$ cat src/rtl/collision_job_scheduler.sv
// Collision search job scheduler: queues 5-bit targets and runs one
// searcher-array search at a time, reporting hit or timeout results.
module collision_job_scheduler #(
  parameter int JOB_DEPTH    = 4,
  parameter int FLUSH_CYCLES = 2,
  parameter int CNT_W        = 16
) (
  input  logic             wClock,
  input  logic             reset,
  input  logic             job_valid,
  input  logic [4:0]       job_target,
  output logic             job_ready,
  input  logic [31:0]      timeout_cycles,
  output logic             search_start,
  output logic [4:0]       search_target,
  output logic             search_abort,
  input  logic             search_done,
  input  logic [31:0]      search_result,
  output logic             res_valid,
  output logic             res_found,
  output logic [31:0]      res_value,
  output logic [4:0]       res_target,
  input  logic             res_ready,
  output logic             busy,
  output logic [CNT_W-1:0] jobs_completed
);

  localparam int PW = $clog2(JOB_DEPTH);
  localparam int CW = PW + 1;
  localparam int FW = (FLUSH_CYCLES > 1) ? $clog2(FLUSH_CYCLES) : 1;

  typedef enum logic [2:0] {
    S_IDLE,
    S_LAUNCH,
    S_SEARCH,
    S_FLUSH,
    S_REPORT
  } state_t;

  state_t r_state;
  state_t w_next;

  logic [4:0]       r_mem [JOB_DEPTH];
  logic [PW-1:0]    r_wptr;
  logic [PW-1:0]    r_rptr;
  logic [CW-1:0]    r_count;
  logic [CW-1:0]    w_count_nxt;
  logic             r_job_ready;

  logic [31:0]      r_timer;
  logic             r_timer_en;
  logic [FW-1:0]    r_flush_cnt;

  logic [4:0]       r_search_target;
  logic             r_res_valid;
  logic             r_res_found;
  logic [31:0]      r_res_value;
  logic [4:0]       r_res_target;
  logic [CNT_W-1:0] r_jobs_completed;

  logic w_push;
  logic w_pop;
  logic w_start;
  logic w_abort;
  logic w_hit;
  logic w_tmo;
  logic w_flush_done;
  logic w_accept;
  logic w_dec;

  assign w_push = job_valid & r_job_ready;
  assign w_tmo  = r_timer_en && (r_timer == 32'd1);

  always_comb begin
    w_next       = r_state;
    w_pop        = 1'b0;
    w_start      = 1'b0;
    w_abort      = 1'b0;
    w_hit        = 1'b0;
    w_flush_done = 1'b0;
    w_accept     = 1'b0;
    w_dec        = 1'b0;
    unique case (r_state)
      S_IDLE: begin
        if ((r_count != '0) && !r_res_valid) begin
          w_pop  = 1'b1;
          w_next = S_LAUNCH;
        end
      end
      S_LAUNCH: begin
        w_start = 1'b1;
        w_next  = S_SEARCH;
      end
      S_SEARCH: begin
        // a hit in the timeout cycle wins: the result is real
        if (search_done) begin
          w_hit  = 1'b1;
          w_next = S_FLUSH;
        end else if (w_tmo) begin
          w_abort = 1'b1;
          w_next  = S_FLUSH;
        end else begin
          w_dec = r_timer_en;
        end
      end
      S_FLUSH: begin
        if (r_flush_cnt == FW'(FLUSH_CYCLES - 1)) begin
          w_flush_done = 1'b1;
          w_next       = S_REPORT;
        end
      end
      S_REPORT: begin
        if (res_ready) begin
          w_accept = 1'b1;
          w_next   = S_IDLE;
        end
      end
      default: w_next = S_IDLE;
    endcase
  end

  always_ff @(posedge wClock or posedge reset) begin
    if (reset) r_state <= S_IDLE;
    else       r_state <= w_next;
  end

  assign w_count_nxt = r_count + CW'(w_push) - CW'(w_pop);

  always_ff @(posedge wClock) begin
    if (w_push) r_mem[r_wptr] <= job_target;
  end

  always_ff @(posedge wClock or posedge reset) begin
    if (reset) begin
      r_wptr      <= '0;
      r_rptr      <= '0;
      r_count     <= '0;
      r_job_ready <= 1'b1;
    end else begin
      if (w_push) r_wptr <= r_wptr + PW'(1);
      if (w_pop)  r_rptr <= r_rptr + PW'(1);
      r_count     <= w_count_nxt;
      r_job_ready <= (w_count_nxt != CW'(JOB_DEPTH));
    end
  end

  always_ff @(posedge wClock or posedge reset) begin
    if (reset) begin
      r_search_target  <= '0;
      r_timer          <= '0;
      r_timer_en       <= 1'b0;
      r_flush_cnt      <= '0;
      r_res_valid      <= 1'b0;
      r_res_found      <= 1'b0;
      r_res_value      <= '0;
      r_res_target     <= '0;
      r_jobs_completed <= '0;
    end else begin
      if (w_pop) begin
        r_search_target <= r_mem[r_rptr];
        r_timer         <= timeout_cycles;
        r_timer_en      <= (timeout_cycles != 32'd0);
      end
      if (w_dec) r_timer <= r_timer - 32'd1;
      if (w_hit) begin
        r_res_found <= 1'b1;
        r_res_value <= search_result;
      end
      if (w_abort) begin
        r_res_found <= 1'b0;
        r_res_value <= '0;
      end
      if (w_hit || w_abort)      r_flush_cnt <= '0;
      else if (r_state == S_FLUSH) r_flush_cnt <= r_flush_cnt + FW'(1);
      if (w_flush_done) begin
        r_res_valid  <= 1'b1;
        r_res_target <= r_search_target;
      end
      if (w_accept) begin
        r_res_valid      <= 1'b0;
        r_jobs_completed <= r_jobs_completed + CNT_W'(1);
      end
    end
  end

  assign job_ready      = r_job_ready;
  assign search_start   = w_start;
  assign search_target  = r_search_target;
  assign search_abort   = w_abort;
  assign res_valid      = r_res_valid;
  assign res_found      = r_res_found;
  assign res_value      = r_res_value;
  assign res_target     = r_res_target;
  assign busy           = (r_state != S_IDLE) || (r_count != '0);
  assign jobs_completed = r_jobs_completed;

endmodule

$ cat config.mk
export PLATFORM = sky130hd
export DESIGN_NAME = collision_job_scheduler
export DESIGN_NICKNAME = d
export VERILOG_FILES = /design/src/rtl/collision_job_scheduler.sv
export SDC_FILE = /design/constraint.sdc
export NUM_CORES = 1
export LEC_CHECK = 0
export CORE_AREA = 2 2 144 146
export CTS_BUF_LIST = sky130_fd_sc_hd__clkbuf_8 sky130_fd_sc_hd__clkbuf_16
export DETAILED_ROUTE_END_ITERATION = 7
export DIE_AREA = 0 0 146 148
export PLACE_DENSITY = 0.56
export SYNTH_ARGS = -nofsm -noshare
export SYNTH_HDL_FRONTEND = slang
export SYNTH_SLANG_ARGS = --single-unit
$ cat constraint.sdc
create_clock -name wClock -period 4.15 [get_ports wClock]
set_clock_uncertainty 0.05 [all_clocks]
set_input_delay 1.245 -clock wClock [delete_from_list [all_inputs] [get_ports wClock]]
set_output_delay 1.245 -clock wClock [all_outputs]
set_load 0.005 [all_outputs]
==> results of run 1 <==
## worst paths after layout
| path | slack [ns] | endpoint | cells past startpoint | from |
|---|---|---|---|---|
| max in group asynchronous | 2.08 | job_ready$_DFF_PP1_ | 3 | reset |
| hold / removal | 0.43 | res_found$_DFFE_PP0P_ | 1 | res_found$_DFFE_PP0P_ |
| setup reg to reg | 1.16 | r_timer[0]$_DFFE_PP0P_ | 6 | r_timer[4]$_DFFE_PP0P_ |
| min in group asynchronous | 1.20 | jobs_completed[8]$_DFFE_PP0P_ | 2 | reset |
| setup / recovery | 0.20 | search_abort | 4 | search_done |
| hold reg to reg | 0.43 | res_found$_DFFE_PP0P_ | 1 | res_found$_DFFE_PP0P_ |
## cell type report
class	count	share of cell area (%)
multi-input combinational	341	30.1
clock inverter	15	2.01
tap	270	4.14
sequential	125	39.5
timing repair buffer	148	18.0
clock buffer	17	5.21
inverter	21	0.996
## per-stage QoR
step           instance area (µm²)  setup WS, ns  utilization (%)
6_report                      8170         0.199             40.7
5_1_grt                       8170         0.137             40.7
4_1_cts                       8170         0.181             40.7
3_5_place_dp                  7580         0.196             37.8
3_3_place_gp                  7580         0.174             37.8
2_1_floorplan                 5910        0.0961                -
## logic make-up (layout without fill, tap and decap cells)
family	count (synthesis)	count (layout)	synth area share (%)
flip-flops	125	125	54.6
AO/OA/AOI/OAI	99	99	13.5
adder cells (fa/ha/maj)	10	10	2.24
AND/OR/NAND/NOR	188	188	17.5
multiplexers	24	24	5.44
XOR/XNOR	20	20	2.96
buffers and inverters	49	201	3.73
## routing by layer
| metal | vias up | global-route usage, % | routed length, µm | share of wire, % |
|---|---|---|---|---|
| met3 | 19 | 3.86 | 703 | 4.5 |
| li1 | 2230 | - | - | - |
| met4 | 0 | 5.83 | 301 | 1.9 |
| met1 | 2323 | 18.9 | 7110 | 45 |
| met5 | - | 0 | 0 | 0 |
| met2 | 145 | 24.7 | 7550 | 48 |
## cell usage in the layout (no fill, tap or decap), drive strengths merged, types with 5 or more instances in the layout
master | netlist | final
a221o | 6 | 6
xor2 | 5 | 5
nand2 | 51 | 51
mux2 | 9 | 9
xnor2 | 15 | 15
inv | 21 | 26
and3 | 12 | 12
nor3 | 13 | 13
a22o | 32 | 32
dfrtp | 104 | 104
nor4 | 24 | 24
mux4 | 5 | 5
o311ai | 8 | 8
o211ai | 10 | 10
clkdlybuf4s50 | 0 | 137
nand4 | 12 | 12
or4 | 5 | 5
o21ai | 6 | 6
edfxtp | 20 | 20
clkbuf | 13 | 17
a21oi | 11 | 11
mux2i | 10 | 10
buf | 15 | 11
ha | 9 | 9
nand3 | 18 | 18
nor2 | 24 | 24
or3 | 9 | 9
## power by group through the flow
stage               registers [mW]  logic, mW  clock network [mW]
finish                        1.36      0.280                1.47
global route                  1.37      0.315                1.58
CTS                           1.36      0.288                1.51
detailed placement            1.39      0.283                   0
global placement              1.38      0.268                   0
floorplan                     1.37      0.142                   0
## worst max-delay path: cells and delay by family
kind	cells	cell delay, ns
and+or+nand+nor	2	0.48
buffers and inverters	2	0.93
## registers in the layout, summed over array words and instances, names as in the netlist
| register | cells |
|---|---|
| res_value | 32 |
| jobs_completed | 16 |
| res_target | 5 |
| r_timer | 32 |
| r_count | 3 |
| search_target | 5 |
| r_wptr | 2 |
| res_found | 1 |
| r_mem | 20 |
| r_rptr | 2 |
| r_state | 3 |
| job_ready | 1 |
| res_valid | 1 |
| r_flush_cnt | 1 |
| r_timer_en | 1 |
==> summary.md, run 1 <==
| Metric | Value |
|---|---|
| DRT iter0 DRCs | `235` |
| Main area contributors after synthesis | `dfrtp_1 44%, edfxtp_1 10%, a22o_1 4.7%` |
| Clock H-tree levels | `4` |
| DR DRC count | `0` |
| Reg clk slew, reported paths | `0.06 ns` |
| Psw | `0.751 mW` |
| Post-Syn Nets | `599` |
| Status | `complete, no violations` |
| Core area | `20000 µm²` |
| CTS tree | `built` |
| Most numerous cell on the critical path | `clkdlybuf4s50_1` |
| CP max-delay cell | `clkdlybuf4s50_1` |
| Finish-stage setup viols | `0` |
| Vias in the first global route | `4884` |
| Port Buffers | `137` |
| EDFF count, synth | `20` |
| GP Congestion | `0.845` |
| Fmax | `253 MHz` |
| Nets | `738` |
| Setup crit start kind | `input pin` |
| Max_cap viols | `0` |
| CP Cell Sequence | `clkdlybuf4s50_1, and2b_1, and4_1, clkdlybuf4s50_1` |
| FILL cells | `1947` |
| FF/Latch Area | `3230 µm²` |
| Routed vias/inst | `5.03` |
| GRT Total Usage | `15.0%` |
| Worst path max stage delay | `0.51 ns` |
| Most common cell in the netlist | `dfrtp_1` |
| Clock share of power | `47.2%` |
| Sequential area share after synthesis | `54.6%` |
| Tmin final | `3.95 ns` |
| Commonest cells in the netlist | `104 x dfrtp_1, 50 x nand2_1, 32 x a22o_1, 24 x nor2_1` |
| Initial core utilization | `29.5%` |
| Post-DP HPWL | `11.2 mm` |
| Asr flop ratio synth | `84.0%` |
| Vias after detailed routing | `4717` |
| Critical setup path kind | `input pin to primary output` |
| Area of the multi-input gates | `2460 µm²` |
| CTS Buf Count | `17` |
| Lkg Pwr | `3.40 nW` |
| Final hold viol count | `0` |
| Period utilization | `95.2%` |
| Hold Path Class | `flip-flop to flip-flop` |
| Clock Path Buffers | `2` |
| Post-Layout Cell Count | `937` |
| Critical Path Fanout Max | `2` |
| Clock sink count | `125` |
| Post-CTS sizing | `0` |
| Largest net degree at the start of global routing | `65` |
| Wirelength per Cell | `16.7 µm` |
| Layout cells sized above 1 | `11.2%` |
| Die H | `148 µm` |
| TritonRoute pass-1 iters | `4` |
| Dominant synthesized flop cell | `dfrtp_1` |
| Setup TNS | `0 ns` |
| Initial antenna violation count | `0` |
| Antenna cells | `0` |
| Cell-internal power | `2.36 mW` |
| Combinational share of power | `9.0%` |
| Tot Pwr | `3.11 mW` |
| First-pass GRT wire length | `25.7 mm` |
| Synth Warn # | `0` |
| Die area | `21600 µm²` |
| Seq pwr share | `43.8%` |
| Worst Hold Margin | `0.426 ns` |
| Grt ovf | `0` |
| Crit path required time | `2.85 ns` |
| CP endpoint kind | `primary output` |
| I/O pin count | `138` |
| Peak VDD IR | `0.262 mV` |
| Site Rows | `52` |
| PD cells | `381 nW/µm²` |
| Die Wd | `146 µm` |
| Cell area after synthesis | `5910 µm²` |
| Post-cts hold buffer count | `0` |
| Relative slew margins | `37.6%` |
| Root buffer cell | `clkbuf_16` |
| Tightest Pin Transition | `0.930 ns` |
| Routed Antenna Nets | `0` |
| Final WL | `15.7 mm` |
| Placed insts | `905` |
| Top cell type's share of synthesized area | `44.0%` |
| Worst Path Arrival | `2.66 ns` |
| Synth Instances | `515` |
| Post-Syn Area per Cell | `11.5 µm²` |
| Final Max Tran Viols | `0` |
| Post-CTS setup buffer count | `0` |
| Clk Latency, worst-skew pair | `0.41 ns` |
| Area Overhead vs Synth | `38.1%` |
| Sw frac | `24.1%` |
| FF+latch count, synth | `125` |
| Synth cell types | `71` |
| Cell taking the most area after synthesis | `dfrtp_1` |
| RSZ-0062 raised after global routing | `no` |
Power figures use the tool's default switching activity.
==> inputs of run 2 (changes only) <==
--- a/config.mk
+++ b/config.mk
@@ -5,11 +5,11 @@
 export SDC_FILE = /design/constraint.sdc
 export NUM_CORES = 1
 export LEC_CHECK = 0
-export CORE_AREA = 2 2 144 146
+export CORE_AREA = 4 4 134 110
 export CTS_BUF_LIST = sky130_fd_sc_hd__clkbuf_8 sky130_fd_sc_hd__clkbuf_16
 export DETAILED_ROUTE_END_ITERATION = 7
-export DIE_AREA = 0 0 146 148
-export PLACE_DENSITY = 0.56
+export DIE_AREA = 0 0 138 114
+export PLACE_DENSITY = 0.77
 export SYNTH_ARGS = -nofsm -noshare
 export SYNTH_HDL_FRONTEND = slang
 export SYNTH_SLANG_ARGS = --single-unit
==> summary.md, run 2 (synthesis results as in run 1) <==
| Metric | Value |
|---|---|
| DR DRC count | `0 (unchanged)` |
| Area Overhead vs Synth | `35.9%` |
| CP Cell Sequence | `clkdlybuf4s50_1, and2b_1, and4_1, clkdlybuf4s50_1` |
| Peak VDD IR | `0.280 mV (+7.2%)` |
| Clk Latency, worst-skew pair | `0.42 ns (about the same)` |
| Dpl ws | `0.165 ns (-0.0309 ns)` |
| Root buffer cell | `clkbuf_16` |
| Initial antenna violation count | `0 (unchanged)` |
| Tot Pwr | `3.09 mW (-0.64%)` |
| Max_cap viols | `0 (unchanged)` |
| CTS tree | `built` |
| Setup crit start kind | `input pin` |
| Post-DP HPWL | `10.7 mm (-4.4%)` |
| PD cells | `385 nW/µm² (+0.97%)` |
| Final WL | `14.8 mm (-5.3%)` |
| RSZ-0062 raised after global routing | `no` |
| CTS Buf Count | `17 (unchanged)` |
| Worst path max stage delay | `0.51 ns (about the same)` |
| Worst Path Arrival | `2.69 ns (+0.03 ns)` |
| First-pass GRT wire length | `24.6 mm (-4.4%)` |
| Initial core utilization | `44.1% (+15 points)` |
| Buffers plus inverters on the worst setup path | `2 (unchanged)` |
| Critical setup path kind | `input pin to primary output` |
| Core area | `13400 µm² (-33%)` |
| Final hold viol count | `0 (unchanged)` |
| Placed insts | `815 (-9.9%)` |
| GP Congestion | `0.873 (+3.4%)` |
| Lkg Pwr | `3.42 nW (+0.38%)` |
| Routed vias/inst | `5.60 (+11%)` |
| Finish-stage setup viols | `0 (unchanged)` |
| Post-cts hold buffer count | `0 (unchanged)` |
| Clock sink count | `125 (unchanged)` |
| Period utilization | `96.1% (+0.93 points)` |
| Post-CTS setup buffer count | `0 (unchanged)` |
| Largest net degree at the start of global routing | `54 (-17%)` |
| Vias after detailed routing | `4746 (+0.61%)` |
| Critical path's top delay family | `buffers and inverters` |
| Nets | `738 (unchanged)` |
| CP endpoint kind | `primary output` |
| Die Wd | `138 µm (-5.5%)` |
| DRT iter0 DRCs | `279 (+19%)` |
| Site Rows | `38 (-27%)` |
| Setup TNS | `0 ns (unchanged)` |
| Die H | `114 µm (-23%)` |
| Critical Path Fanout Max | `4 (+2)` |
| CP max-delay cell | `clkdlybuf4s50_1` |
| Tightest Pin Transition | `0.834 ns (-0.0953 ns)` |
| TritonRoute pass-1 iters | `5 (+1)` |
| Crit path required time | `2.85 ns (about the same)` |
| Post-CTS sizing | `0 (unchanged)` |
| GRT Total Usage | `19.4% (+4.4 points)` |
| Relative slew margins | `44.0% (+6.4 points)` |
| Most frequent cells in the layout | `137 x clkdlybuf4s50_1, 104 x dfrtp_1, 50 x nand2_1` |
| Worst Setup SP | `search_done` |
| Wirelength per Cell | `17.5 µm (+4.8%)` |
| Routed Antenna Nets | `0 (unchanged)` |
| FILL cells | `1089 (-44%)` |
| HP Start | `jobs_completed[15]$_DFFE_PP0P_` |
| Vias in the first global route | `4738 (-3.0%)` |
| Antenna cells | `0 (unchanged)` |
| Fmax | `251 MHz (-0.97%)` |
| Most common cell after layout, fill and taps aside | `clkdlybuf4s50_1` |
| Status | `complete, no violations` |
| I/O pin count | `138 (unchanged)` |
| Hold Path Class | `flip-flop to flip-flop` |
| Clock Path Buffers | `2 (unchanged)` |
| Grt ovf | `0 (unchanged)` |
| Most numerous cell on the critical path | `clkdlybuf4s50_1` |
| Layout cells sized above 1 | `10.9% (-0.30 points)` |
| Clock H-tree levels | `4 (unchanged)` |
| Die area | `15700 µm² (-27%)` |
| R2r startpoint | `r_state[2]$_DFFE_PP0P_` |
| Post-Layout Cell Count | `847 (-9.6%)` |
| Fin worst setup slack | `0.161 ns (-0.0386 ns)` |
| Port Buffers | `137 (unchanged)` |
| Reg clk slew, reported paths | `0.05 ns (about the same)` |
| Final Max Tran Viols | `0 (unchanged)` |
| Tmin final | `3.99 ns (+0.0386 ns)` |
run 2: final timing paths:
kind | end | slack [ns] | depth (start not counted)
setup / recovery | search_abort | 0.16 | 4
max in group asynchronous | r_timer[25]$_DFFE_PP0P_ | 1.99 | 3
hold / removal | jobs_completed[15]$_DFFE_PP0P_ | 0.43 | 1
hold reg to reg | jobs_completed[15]$_DFFE_PP0P_ | 0.43 | 1
min in group asynchronous | jobs_completed[10]$_DFFE_PP0P_ | 1.25 | 2
setup reg to reg | job_ready$_DFF_PP1_ | 1.12 | 12
run 2: layout make-up:
type,count,area [µm²],share of cell area [%]
timing repair buffer,148,1450,18.1
clock buffer,17,425,5.29
inverter,21,81.3,1.01
sequential,125,3230,40.2
multi-input combinational,341,2460,30.6
clock inverter,15,159,1.98
tap,180,225,2.80
run 2: per-layer routing:
layer	part of all wire, %	wire [µm]	global-route usage, %
met1	46	6760	26.2
met2	46	6790	30.4
met3	7.6	1130	5.91
met4	1.1	162	6.12
met5	0	0	0
run 2: through the flow:
| step | util [%] | cell area (µm²) | hold WS, ns |
|---|---|---|---|
| finish | 59.9 | 8040 | 0.431 |
| global route | 59.9 | 8040 | 0.457 |
| CTS | 59.9 | 8040 | 0.434 |
| detailed placement | 55.6 | 7450 | 0.426 |
| global placement | 55.6 | 7450 | 0.418 |
| floorplan | - | 5910 | 0.417 |
run 2: where the power goes:
group / total (mW) / switching, mW / internal (mW)
logic: 0.275 / 0.129 / 0.146
registers: 1.36 / 0.0410 / 1.32
clock network: 1.45 / 0.523 / 0.931
total: 3.09 / 0.693 / 2.40
run 2: worst reg2reg max path, cell delays in order, from the launching register on:
cell and delay [ns]:
dfrtp_1 0.48, or3_1 0.41, or3_1 0.31, buf_4 0.28
inv_1 0.13, ha_1 0.23, inv_1 0.06, ha_1 0.13
inv_1 0.05, fa_1 0.37, xnor2_1 0.19, xnor2_1 0.17
nand3b_1 0.11
